===== config.mk =====
export PLATFORM = sky130hd
export DESIGN_NAME = uart_rx_fifo
export DESIGN_NICKNAME = d
export VERILOG_FILES = /design/src/rtl/uart_rx_fifo.sv
export SDC_FILE = /design/constraint.sdc
export NUM_CORES = 1
export LEC_CHECK = 0
export CAP_MARGIN = 10
export CORE_MARGIN = 3
export CORE_UTILIZATION = 60
export CTS_BUF_LIST = sky130_fd_sc_hd__clkbuf_8
export DETAILED_ROUTE_END_ITERATION = 7
export PLACE_DENSITY_LB_ADDON = 0.08
export SLEW_MARGIN = 0
export SYNTH_ARGS = -nofsm -noshare
export SYNTH_HDL_FRONTEND = slang
export SYNTH_SLANG_ARGS = --single-unit

===== constraint.sdc =====
create_clock -name clk -period 2.8 [get_ports clk]
set_input_delay 0.28 -clock clk [delete_from_list [all_inputs] [get_ports clk]]
set_output_delay 0.28 -clock clk [all_outputs]
set_load 0.05 [all_outputs]

===== src/rtl/uart_rx_fifo.sv =====
// UART receive-side FIFO: synchronises the receiver's data_ready, captures byte+parity into a
// circular buffer with a 4-phase acknowledge. Optional macro UART_RX_FIFO_THRESHOLD_IRQ_EN adds thresh.
module uart_rx_fifo #(
   parameter int DEPTH_LOG2  = 4,
   parameter int SYNC_STAGES = 2
) (
   input  logic                  clk,
   input  logic                  reset,
   input  logic [7:0]            rx_data,
   input  logic                  rx_parity_ok,
   input  logic                  rx_ready,
   output logic                  rx_ack,
   input  logic                  rd_en,
   output logic [7:0]            rd_data,
   output logic                  rd_parity_err,
   output logic                  empty,
   output logic                  full,
   output logic [DEPTH_LOG2:0]   count,
   output logic                  overrun,
   input  logic                  clr_overrun,
`ifdef UART_RX_FIFO_THRESHOLD_IRQ_EN
   input  logic [DEPTH_LOG2:0]   thresh,
`endif
   output logic                  irq
);

   localparam int                DEPTH    = 1 << DEPTH_LOG2;
   localparam logic [DEPTH_LOG2:0] FULL_CNT = {1'b1, {DEPTH_LOG2{1'b0}}};

   typedef enum logic [1:0] {IDLE, CAPTURE, ACK} state_t;

   state_t                  state;
   logic [SYNC_STAGES-1:0]  sync_q;
   logic                    rdy_s;
   logic [8:0]              mem [DEPTH];
   logic [DEPTH_LOG2-1:0]   wr_ptr;
   logic [DEPTH_LOG2-1:0]   rd_ptr;
   logic                    do_wr;
   logic                    do_rd;

   // NOTE: sequential state always uses non-blocking assignments so every flop sees pre-edge values.
   always_ff @(posedge clk or negedge reset) begin
      if (!reset) sync_q <= '0;
      else        sync_q <= {sync_q[SYNC_STAGES-2:0], rx_ready};
   end

   assign rdy_s = sync_q[SYNC_STAGES-1];

   // A pop while full frees the slot the pending capture needs, so full alone does not block it.
   assign do_rd = rd_en && !empty;
   assign do_wr = (state == CAPTURE) && (!full || rd_en);

   always_ff @(posedge clk or negedge reset) begin
      if (!reset) begin
         state   <= IDLE;
         rx_ack  <= 1'b0;
         overrun <= 1'b0;
      end else begin
         if (state == CAPTURE && !do_wr) overrun <= 1'b1;
         else if (clr_overrun)           overrun <= 1'b0;

         case (state)
            IDLE:    if (rdy_s) state <= CAPTURE;
            CAPTURE: begin
               state  <= ACK;
               rx_ack <= 1'b1;
            end
            ACK:     if (!rdy_s) begin
               state  <= IDLE;
               rx_ack <= 1'b0;
            end
            default: begin
               state  <= IDLE;
               rx_ack <= 1'b0;
            end
         endcase
      end
   end

   always_ff @(posedge clk or negedge reset) begin
      if (!reset) begin
         wr_ptr <= '0;
         rd_ptr <= '0;
         count  <= '0;
      end else begin
         if (do_wr) wr_ptr <= wr_ptr + 1'b1;
         if (do_rd) rd_ptr <= rd_ptr + 1'b1;
         case ({do_wr, do_rd})
            2'b10:   count <= count + 1'b1;
            2'b01:   count <= count - 1'b1;
            default: count <= count;
         endcase
      end
   end

   // NOTE: storage has no reset so it maps onto plain RAM; only the pointers define validity.
   always_ff @(posedge clk) begin
      if (do_wr) mem[wr_ptr] <= {~rx_parity_ok, rx_data};
   end

   assign {rd_parity_err, rd_data} = mem[rd_ptr];

   assign empty = (count == '0);
   assign full  = (count == FULL_CNT);

   always_ff @(posedge clk or negedge reset) begin
      if (!reset) begin
         irq <= 1'b0;
      end else begin
`ifdef UART_RX_FIFO_THRESHOLD_IRQ_EN
         irq <= ((count >= thresh) && (thresh != '0)) || overrun;
`else
         irq <= !empty;
`endif
      end
   end

endmodule


* Word level (Yosys, flattened, before mapping)
Memory sizes are Yosys's and may differ from the RTL's.
Index checks and enable logic that the tools add are counted.
** Word-level totals
- Output and inout port bits :: 19
- Register bits :: 20
- RAM bits :: 144
- Memories :: 1
- Logic and storage cells :: 45
- Input bits :: 14
** Operators by class
- Equal/unequal tests :: 7
- Reductions and logical operators :: 13
- Bitwise operators :: 2
- Multiplexer cells :: 10
- $add $sub $neg :: 4
** Memories
- mem :: words 16, width 9, read ports 1, clocked after Yosys merged registers in 0, wr ports 1, RTL line 35 : logic [8:0] mem [DEPTH];
** Operators by type and width (number)
- 5-bit one-hot mux with 2 select lines :: 1
- 4-bit by 1-bit adder with 4-bit output (second input constant) :: 2
- 2-bit one-hot mux with 3 select lines :: 1
- 5-bit by 1-bit adder with 5-bit output (second input constant) :: 1
- 5-bit equality test (second input constant) :: 1
- 5-bit zero test :: 1
- 1-bit 2-to-1 mux :: 5
- 5-bit by 1-bit subtractor with 5-bit output (second input constant) :: 1
- 2-bit by 1-bit equality test with 1-bit output (second input constant) :: 2
- 2-bit equality test (second input constant) :: 2
- 2-bit 2-to-1 mux :: 2
- 2-bit inequality test (second input constant) :: 2
- 2-bit AND reduction :: 2
- 2-bit nonzero test :: 2
- 1-bit logical AND :: 3
- 1-bit zero test :: 3
- 1-bit one-hot mux with 3 select lines :: 1
- 2-bit zero test :: 1
- 1-bit inverter :: 2
- 1-bit logical OR :: 1

* Longest topological paths before layout
Gate-level depths: netlist of the first run.
- Word-level depth :: 7
- Gate-level depth with buffers :: 9
- Gate-level depth less buffers :: 9

* Least setup slack after synthesis of the first run
No wires, ideal clock.
- Path kind :: flip-flop to flip-flop
- From :: reg count[0]
- To :: reg count[4]
- Setup time :: 0.145 ns
- Cell stages (with the launch flop) :: 10
- Period minus slack after synthesis :: 2.666 ns
- Path buffers :: 0
- Required time :: 2.655 ns
- Arrival time :: 2.520 ns
- Setup slack :: 0.134 ns
- Cells stage by stage :: dfrtp_1 nor4_4 a31oi_4 inv_1 ha_1 fa_1 a21o_1 a21oi_1 mux2i_1 xnor2_1
** On the way
- Cells in the longest elaborated chain, start to end :: 6
- Elaborated cells between the ends (all ways) :: 13
- Those cells by class :: add/sub (2); eq/ne (3); mux (1); reduce/logical (7)
** Ends and longest elaborated chain
- start: declaration :: RTL line 18 : output logic [DEPTH_LOG2:0] count,
- start signal: assignment :: RTL line 89 : 2'b10: count <= count + 1'b1;
- start signal: assignment :: RTL line 90 : 2'b01: count <= count - 1'b1;
- start signal: assignment :: RTL line 91 : default: count <= count;
- 5-bit equality test :: RTL line 104 : assign full = (count == FULL_CNT);
- 1-bit zero test :: RTL line 51 : assign do_wr = (state == CAPTURE) && (!full || rd_en);
- 1-bit logical OR :: RTL line 51
- 1-bit logical AND :: RTL line 51
- 2-bit by 1-bit equality test with 1-bit output / 2-bit equality test (equally long branches) :: RTL line 88 : case ({do_wr, do_rd})
- 5-bit one-hot mux with 2 select lines / 2-bit nonzero test (equally long branches)
Several ways; a longest one is shown, not always the timed one.
A chain may end at the register's enable or synchronous reset.

* Worst setup path in the final report of the first run
- From :: reg rd_ptr[2]
- To :: out rd_data[1]
** On the way
- Cells in the longest elaborated chain, start to end :: 1
** Ends and longest elaborated chain
- start: declaration :: RTL line 37 : logic [DEPTH_LOG2-1:0] rd_ptr;
- start signal: assignment :: RTL line 87 : if (do_rd) rd_ptr <= rd_ptr + 1'b1;
- memory read 16 x 9 bit
- end: declaration :: RTL line 14 : output logic [7:0] rd_data,
Every way passes these cells.

==> flow_summary.json, run 1 <==
{
  "pwr_density_cell_nw_per_um2": 1040,
  "yosys_register_bits": 164,
  "clkPwrFrac_pct": 19.7,
  "path_depth": 7,
  "synth_simple_gate_area_share_pct": 3.41,
  "cts.path.max_buffers": 2,
  "fin_skew_ns": 0.00929,
  "firstDrtPassIters": 4,
  "syn_avg_cell_area_um2": 18.3,
  "layout-drive-gt1-share_pct": 20.8,
  "design.core.area_um2": 10600,
  "path_cells": "buf_4 -> and2_1 -> buf_4 -> a221oi_1 -> o21ai_0 -> nand2_1 -> buf_4",
  "min_path_type": "primary input to flop",
  "ys_async_sr_fraction_pct": 12.2,
  "vias": 3378,
  "critPathCaptureType": "output pin",
  "track_usage_pct": 22.1,
  "die_width_um": 112,
  "whs_ns": 0.284,
  "dp_hpwl_um": 8270,
  "synth_area_um2": 6680,
  "timing.fmax_mhz": 380,
  "crit_path_start_kind": "flop",
  "area_delta_synth_final_pct": 13.8,
  "synth_cells": 366,
  "total_power_mw": 7.94,
  "die_h_um": 112,
  "reg2regPathDepth": 8,
  "grt_overflow": 0,
  "p_leak_nw": 2.72,
  "maxSlewViolCount": 0,
  "drt_iter0_drc": 306,
  "start_util_pct": 63.3,
  "cts.clk_slew.worst_paths_ns": 0.08,
  "dieArea_um2": 12400,
  "crit_buf_inv": 3,
  "yosys.area.top_type": "edfxtp_1",
  "synth_cell_types": 37,
  "htreeDepth": 4,
  "synthMuxAreaShare_pct": 12.2,
  "synth-xor-area-share_pct": 1.31,
  "top_layer": "met4",
  "ys_top_cells_by_area": "edfxtp_1 (65%), dfrtp_1 (7.5%), mux2i_1 (5.5%), mux4_2 (4.7%), a221oi_2 (2.0%)",
  "finalHoldViolations": 0,
  "place_area_um2": 7230,
  "avgViaCountPerCell": 5.89,
  "fin_crit_sh_pct": 94.0,
  "synth_nets": 390,
  "power.internal_mw": 4.93,
  "grt_max_degree": 21,
  "tns_ns": 0,
  "fin_cells": 574,
  "ioPinCount": 33,
  "p_sw_mw": 3.00,
  "power_frac_comb_pct": 40.5,
  "wl_met2_um": 6220,
  "dpl.cell_count": 543,
  "synth.most_common_cell": "edfxtp_1",
  "io_buffer_count": 32,
  "grt_pass1_wl_um": 20500,
  "cts.sinks": 164,
  "ant_nets": 0,
  "crit_required_ns": 2.52,
  "clk_latency_ns": 0.44,
  "synth-adder-area-share_pct": 1.98,
  "gp_congestion": 0.750,
  "cp_slowest_cell": "a221oi_1",
  "maxSlewHeadroom_pct": 37.4,
  "synthTopCellsByCount": "edfxtp_1 (144), mux2i_1 (37), dfrtp_1 (20), nand2_1 (20), nor2_1 (15)",
  "path_max_fanout": 18,
  "wl_per_cell_um": 22.3,
  "synth-compound-area-share_pct": 6.22,
  "vdd_ir_drop_max_v": 0.000687,
  "fillers": 665,
  "m1WireLength_um": 5510,
  "antenna_found_initial": 0,
  "rsz0062_at_grt": "no",
  "finalSetupViolCount": 0,
  "synth-edff-count": 144,
  "cts_tree": "yes",
  "tightestPinTransition_ns": 0.936,
  "totalWireLength_um": 12800,
  "design_area_um2": 7610,
  "seqPwrFrac_pct": 39.7,
  "cts-root-buf": "clkbuf_8",
  "synth_warnings": 0,
  "drv_cap": 0,
  "post-route-min-period_ns": 2.63,
  "nNetsFinal": 451,
  "hold-path-cell-count": 1,
  "drc": 0,
  "grt_pass1_vias": 3589,
  "synth_top_family_by_area": "multiplexers",
  "max_stage_delay_ns": 0.46,
  "cp_top_family": "buffers and inverters",
  "num_rows": 37,
  "tritoncts.num_buffers": 17,
  "ys_seq_area_share_pct": 72.2,
  "status": "complete, no violations",
  "switching_share_pct": 37.9,
  "crit_arrival_ns": 2.35,
  "path_class": "flop to output pin",
  "met3_length_um": 835,
  "crit_top_cell": "buf_4",
  "netlist.area_leader.share_pct": 64.7,
  "cts_hold_buf": 0,
  "antenna-diode-count": 0,
  "synth_ff_type": "edfxtp_1"
}
timing repair:
item	CTS	global route
buffers inserted	1	0
pin swaps	0	0
endpoints found under the setup margin	1	7
resized for setup	0	1
routing by layer:
metal	global-route usage (%)	vias up
met2	34.8	115
met3	4.62	14
met1	30.7	1687
met5	0	-
met4	8.92	0
li1	-	1562
power groups by stage:
stage | registers [mW] | logic, mW | clock network, mW
finish | 3.16 | 3.22 | 1.56
global route | 3.19 | 3.45 | 1.71
CTS | 3.16 | 3.25 | 1.59
detailed placement | 3.25 | 3.17 | 0
global placement | 3.23 | 3.13 | 0
floorplan | 3.24 | 2.32 | 0
state kept, by name, summed over array words and instances, names as in the netlist:
register and flops:
count 5, irq 1, mem 144, overrun 1
rd_ptr 4, rx_ack 1, state 2, sync_q 2
wr_ptr 4
final timing paths:
path | end | slack [ns] | startpoint
hold / removal | sync_q[0] | 0.28 | rx_ready
max in group asynchronous | rd_ptr[0] | 1.76 | reset
setup reg to reg | count[4] | 0.23 | count[3]
min in group asynchronous | count[0] | 0.36 | reset
hold reg to reg | sync_q[1] | 0.35 | sync_q[0]
setup / recovery | rd_data[1] | 0.17 | rd_ptr[2]
final cells by class:
cell class                      instances  area [µm²]  area share (%)
Timing Repair Buffer                   59         533            7.01
Sequential cell                       164        4830            63.5
Clock buffer                           17         234            3.08
Inverter                               11        41.3           0.543
Tap cell                              136         170            2.24
Multi-Input combinational cell        174        1680            22.1
Clock inverter                         13         121            1.60
cell families (layout without fill, tap and decap cells):
logic type / Yosys count / after routing
AOI/OAI and AO/OA: 48 / 48
xor gates and xnor gates: 10 / 10
adders and majority gates: 10 / 10
buffers and inverters: 28 / 100
DFF: 164 / 164
muxes: 57 / 57
and+or+nand+nor: 49 / 49
placed cells by master, fill, tap and decap left out, types with 2 or more instances in the layout:
cell	Yosys	final
clkbuf_8	0	17
buf_12	3	2
a21o_1	2	2
nor3_1	4	4
nor2_1	15	15
edfxtp_1	144	144
xnor2_1	8	8
clkinv_1	1	3
bufinv_16	0	2
nand2_1	20	20
a22oi_1	9	9
buf_4	1	33
inv_1	10	12
a221oi_1	9	9
mux2i_1	37	37
nand2b_1	4	4
mux4_1	4	4
a21oi_1	3	3
clkinv_2	0	3
ha_1	9	9
clkinvlp_4	0	3
dfrtp_1	20	19
o21ai_0	13	13
clkdlybuf4s50_1	0	23
xor2_1	2	2
a221oi_2	9	9
mux4_2	14	14
metrics by stage:
stage	utilization, %	setup WS [ns]
2_1_floorplan	-	0.134
3_3_place_gp	68.5	0.271
3_5_place_dp	68.5	0.209
4_1_cts	72.0	0.0331
5_1_grt	72.1	0.0279
6_report	72.1	0.168
(Power assumes the default switching activity.)
==> inputs of run 2 (changes only) <==
Settings changed: CTS_BUF_LIST sky130_fd_sc_hd__clkbuf_8 to not set.
==> run 2 against run 1 <==
  * Clock power grew 36%
  * Highest routed layer unchanged
  * Non-clock buffer count is 5 higher
  * Fmax fell by 1.7%
  * Global-route usage grew 0.23 points
  * Largest power group unchanged
  * Largest cell class unchanged
==> flow_summary.json, run 2 (synthesized netlist as in run 1, its figures left out) <==
{
  "reg2reg_slack_ns": 0.23,
  "firstDrtPassIters": 4,
  "cts_hold_buf": 0,
  "grt_pass1_vias": 3561,
  "fin_cells": 579,
  "totalWireLength_um": 12900,
  "path_max_fanout": 12,
  "cts_tree": "yes",
  "worst_slack_ns": 0.124,
  "drv_cap": 0,
  "m1WireLength_um": 5440,
  "p_leak_nw": 2.84,
  "critPathCapture": "rd_data[1]",
  "pwr_density_cell_nw_per_um2": 1090,
  "total_power_mw": 8.59,
  "reg_top3": "mem: 144 flops, count: 5 flops",
  "antenna-diode-count": 0,
  "ant_nets": 0,
  "crit_top_cell": "buf_4",
  "top_layer": "met4",
  "crit_path_start_kind": "flop",
  "vdd_ir_drop_max_v": 0.000733,
  "area_delta_synth_final_pct": 17.4,
  "tns_ns": 0,
  "cp-startpoint": "rd_ptr[1]",
  "r2r-end": "count[4]",
  "post-route-min-period_ns": 2.68,
  "reg2regPathDepth": 8,
  "grt_overflow": 0,
  "cts.sinks": 164,
  "cp_top_family": "simple AND/OR/NAND/NOR gates",
  "cts.clk_slew.worst_paths_ns": 0.06,
  "antenna_found_initial": 0,
  "drc": 0,
  "tightestPinTransition_ns": 0.929,
  "vias": 3475,
  "grt_pass1_wl_um": 20700,
  "dp_hpwl_um": 8270,
  "layout-drive-gt1-share_pct": 22.3,
  "cp_slowest_cell": "dfrtp_1",
  "met3_length_um": 808,
  "cts.path.max_buffers": 2,
  "clk_latency_ns": 0.52,
  "wl_met2_um": 6410,
  "post-route-util_pct": 74.3,
  "dieArea_um2": 12400,
  "r2r_start": "count[3]",
  "finalHoldViolations": 0,
  "tritoncts.num_buffers": 17,
  "io_buffer_count": 32,
  "min_path_type": "primary input to flop",
  "nNetsFinal": 456,
  "fin_crit_sh_pct": 95.6,
  "cts-root-buf": "clkbuf_8",
  "max_stage_delay_ns": 0.48,
  "largest_reg_flops": 144,
  "regMostFlops": "mem",
  "path_depth": 6,
  "start_util_pct": 63.3,
  "num_rows": 37,
  "finalSetupViolCount": 0,
  "gp_congestion": 0.750,
  "final_cell_mix": "edfxtp_1 (144), buf_4 (38), mux2i_1 (37)",
  "maxSlewViolCount": 0,
  "grt_max_degree": 21,
  "final_common_cell": "edfxtp_1",
  "htreeDepth": 4,
  "crit_arrival_ns": 2.40,
  "avgViaCountPerCell": 6.00,
  "die_h_um": 112,
  "maxSlewHeadroom_pct": 37.9,
  "dpl.cell_count": 543,
  "pre_cts_ws_ns": 0.209,
  "track_usage_pct": 22.3,
  "critPathCaptureType": "output pin",
  "status": "complete, no violations",
  "ioPinCount": 33,
  "path_class": "flop to output pin",
  "path_cells": "nor2b_2 -> buf_4 -> a221oi_2 -> a22oi_1 -> nand2_1 -> buf_4",
  "die_width_um": 112,
  "crit_required_ns": 2.52,
  "timing.fmax_mhz": 374,
  "wl_per_cell_um": 22.3,
  "crit_buf_inv": 2,
  "design.core.area_um2": 10600,
  "fin_skew_ns": 0.00761,
  "drt_iter0_drc": 267
}
## run 2: changes by cell type in the layout (fill, tap and decap cells not counted), sizes merged
| cell | change |
|---|---|
| clkbuf | +2 |
| buf | +5 |
| inv | -2 |
| clkdlybuf4s50 | -1 |
| dlymetal6s2s | +1 |
## run 2: final cells by class
class | count | area [µm²]
clock inverter | 11 | 114
tap | 136 | 170
multi-input combinational | 174 | 1700
timing repair buffer | 64 | 573
fill | 643 | 2710
sequential | 164 | 4830
clock buffer | 19 | 422
inverter | 11 | 41.3
## run 2: repair_timing
item	in CTS	in global routing
setup buffers	1	5
setup endpoints to repair	7	5
gates resized for setup	1	4
pin swaps	0	0
## run 2: report_power, final
group          total [mW]  internal (mW)  switching [mW]
clock network        2.12           1.25           0.872
registers            3.14           2.90           0.242
logic                3.32           1.33            2.00
## run 2: per-layer routing
metal  vias up  GRT usage (%)
met2       118           35.3
met1      1759           31.2
met3        19           5.43
met4         0           7.38
li1       1579              -
met5         -              0
## run 2: per-stage QoR
stage / hold WS [ns] / cell area (µm²)
2_1_floorplan: -0.0156 / 6680
3_3_place_gp: 0.333 / 7230
3_5_place_dp: 0.336 / 7230
4_1_cts: 0.184 / 7790
5_1_grt: 0.191 / 7850
6_report: 0.211 / 7850
## run 2: how the worst min path moves through the flow
| stage | start | to | depth (start not counted) |
|---|---|---|---|
| 2_1_floorplan | reset | count[0] | 0 |
| 3_3_place_gp | sync_q[0] | sync_q[1] | 0 |
| 3_5_place_dp | sync_q[0] | sync_q[1] | 0 |
| 4_1_cts | rx_ready | sync_q[0] | 1 |
| 5_1_grt | rx_ready | sync_q[0] | 1 |
| 6_report | rx_ready | sync_q[0] | 1 |
==> inputs of run 3 (changes only) <==
Settings changed: ABC_AREA set to 1, CORE_MARGIN 3 to 10.
==> run 3 against run 2 <==
  * Global-route usage fell by 2.1 points
  * Cell count grew 59%
  * Cell area rose by 9.3%
  * Sequential power shrank 1%
  * Clock skew shrank 0.0024 ns
  * Die area rose by 37%
  * Worst setup slack improved by 0.21 ns
  * Hold slack improved by 0.10 ns
  * Area after synthesis up 9.5%
  * Largest cell class unchanged
  * Largest power group unchanged
==> flow_summary.json, run 3 <==
{
  "status": "complete, no violations",
  "total_power_mw": 9.51,
  "design_area_um2": 8580,
  "cts.sinks": 164,
  "synth_warnings": 0,
  "fin_skew_ns": 0.00518,
  "regMostFlops": "mem",
  "use_met2_pct": 33.2,
  "grt_max_degree": 93,
  "die_h_um": 130,
  "design.core.area_um2": 12000,
  "cts-root-buf": "clkbuf_16",
  "cts_tree": "yes",
  "synth-edff-count": 144,
  "grt_overflow": 0,
  "largest_reg_flops": 144,
  "place_area_um2": 7970,
  "path_cells": "nand2_2 -> inv_4 -> nand2_1 -> nor2_1 -> nor2_1 -> nand2_1 -> nand2_1 -> buf_12",
  "track_usage_pct": 20.2,
  "critPathCaptureType": "output pin",
  "path_class": "flop to output pin",
  "crit_arrival_ns": 2.19,
  "antenna-diode-count": 0,
  "synthTopCellsByCount": "nand2_1 (259), edfxtp_1 (144), inv_1 (78), nand3_1 (58), nor2_1 (50)",
  "switching_share_pct": 39.5,
  "fillers": 843,
  "synth_nets": 734,
  "firstDrtPassIters": 5,
  "use_met3_pct": 4.43,
  "cts.path.max_buffers": 2,
  "clk_latency_ns": 0.42,
  "vdd_ir_drop_max_v": 0.00103,
  "max_stage_delay_ns": 0.71,
  "grt_pass1_wl_um": 25800,
  "cp_top_family": "flip-flops",
  "p_sw_mw": 3.76,
  "reg_top3": "mem: 144 flops, count: 5 flops",
  "crit_path_start_kind": "flop",
  "synth_ff_type": "edfxtp_1",
  "seqPwrFrac_pct": 32.6,
  "cts.clk_slew.worst_paths_ns": 0.06,
  "pwr_density_cell_nw_per_um2": 1110,
  "crit_top_cell": "nand2_1",
  "drt_iter0_drc": 500,
  "ioPinCount": 33,
  "post-cts-setup-buffer-count": 0,
  "ys_seq_area_share_pct": 65.9,
  "synth_area_um2": 7320,
  "synth_cells": 710,
  "maxSlewHeadroom_pct": 42.0,
  "maxSlewViolCount": 0,
  "tightestPinTransition_ns": 0.867,
  "nNetsFinal": 787,
  "antenna_found_initial": 0,
  "power_frac_comb_pct": 42.1,
  "crit_required_ns": 2.52,
  "p_leak_nw": 3.66,
  "power.internal_mw": 5.75,
  "vias": 4941,
  "cts_hold_buf": 0,
  "ys_async_sr_fraction_pct": 12.2,
  "tritoncts.num_buffers": 17,
  "start_util_pct": 61.2,
  "num_rows": 40,
  "path_max_fanout": 19,
  "clkPwrFrac_pct": 25.3,
  "grt.busiest_layer": "met2",
  "dp_hpwl_um": 10400,
  "htreeDepth": 4,
  "ant_nets": 0,
  "io_buffer_count": 32,
  "layout-drive-gt1-share_pct": 13.3,
  "netlist.area_leader.share_pct": 59.1,
  "rsz0062_at_grt": "no",
  "area_delta_synth_final_pct": 17.2,
  "drv_cap": 0,
  "die_width_um": 130,
  "ys_top_cells_by_area": "edfxtp_1 (59%), nand2_1 (13%), dfrtp_1 (6.8%), inv_1 (4.0%), nand3_1 (4.0%)",
  "gp_congestion": 0.858,
  "yosys.area.top_type": "edfxtp_1",
  "fin_crit_sh_pct": 88.2,
  "final_cell_mix": "nand2_1 (259), edfxtp_1 (144), inv_1 (78)",
  "synth.most_common_cell": "nand2_1",
  "finalHoldViolations": 0,
  "syn_avg_cell_area_um2": 10.3,
  "cp_slowest_cell": "dfrtp_1",
  "finalSetupViolCount": 0,
  "tns_ns": 0,
  "post-route-min-period_ns": 2.47,
  "synth_cell_types": 30,
  "grtUsageMet1_pct": 26.1,
  "final_common_cell": "nand2_1",
  "min_path_type": "primary input to flop",
  "yosys_register_bits": 164,
  "wl_per_cell_um": 17.6,
  "avgViaCountPerCell": 5.36,
  "crit_buf_inv": 2,
  "dieArea_um2": 17000,
  "grt_pass1_vias": 4850,
  "cts_resized": 0,
  "timing.fmax_mhz": 405,
  "totalWireLength_um": 16200,
  "drc": 0
}
## run 3: changes by cell type after synthesis, moves of 11 or more
cell and delta:
mux4_2 -14, nor3_1 +12, nor2_1 +35, inv_1 +68, mux2i_1 -37, nand2_1 +239, nor2_2 +11, nand3_1 +57
## run 3: path summary, 6_finish.rpt
kind                            startpoint         end  slack (ns)  depth (start not counted)
min in group asynchronous            reset    state[0]        0.36                          1
worst max-delay path             rd_ptr[1]  rd_data[5]        0.33                          8
max in group asynchronous            reset   rd_ptr[0]        1.85                          1
worst max register to register    count[0]    count[4]        0.46                         12
worst min-delay path              rx_ready   sync_q[0]        0.31                          1
worst min register to register   sync_q[0]   sync_q[1]        0.35                          0
## run 3: worst register-to-register path, cell delays in order (launching register included)
cell and delay (ns):
dfrtp_1 0.46, nor2_2 0.20, nand3_1 0.14, nand2_1 0.17, inv_1 0.13, ha_1 0.30
fa_1 0.43, nand2_1 0.10, nand3_1 0.08, nand3_1 0.07, nand2_1 0.05, nand2_1 0.06
nand2_1 0.05
## run 3: metrics by stage
| stage | std cells | hold slack [ns] | utilization, % | setup WS [ns] |
|---|---|---|---|---|
| 5_1_grt | 922 | 0.309 | 71.7 | 0.166 |
| 3_5_place_dp | 891 | 0.342 | 66.6 | 0.465 |
| 4_1_cts | 922 | 0.304 | 71.7 | 0.317 |
| 6_report | 922 | 0.314 | 71.7 | 0.331 |
| 3_3_place_gp | 891 | 0.341 | 66.6 | 0.560 |
| 2_1_floorplan | 710 | -0.0156 | - | 0.444 |
## run 3: layout make-up
class | instances | area (µm²) | share of cell area, %
Inverter | 81 | 312 | 3.63
Tap cell | 147 | 184 | 2.14
Multi-Input combinational cell | 438 | 2000 | 23.4
Sequential cell | 164 | 4830 | 56.3
Timing Repair Buffer | 61 | 641 | 7.47
Clock inverter | 14 | 184 | 2.14
Clock buffer | 17 | 425 | 4.96
## run 3: kinds of logic after synthesis
| logic type | synth area share (%) |
|---|---|
| AOI/OAI and AO/OA | 0.547 |
| xor gates and xnor gates | 0.479 |
| adders and majority gates | 1.81 |
| buffers and inverters | 6.68 |
| DFF | 65.9 |
| and+or+nand+nor | 24.6 |
## run 3: power by group through the flow
stage	logic, mW	clock network [mW]	registers, mW
finish	4.01	2.41	3.10
global route	4.38	2.53	3.14
CTS	4.03	2.42	3.10
detailed placement	4.01	0	3.15
global placement	3.92	0	3.13
floorplan	2.51	0	3.23
## run 3: metal layers
metal	routed length, µm	vias to the layer above	part of all wire (%)
met5	0	-	0
met4	213	0	1.3
met3	986	22	6.1
met2	7980	147	49
met1	7010	2368	43
li1	-	2404	-
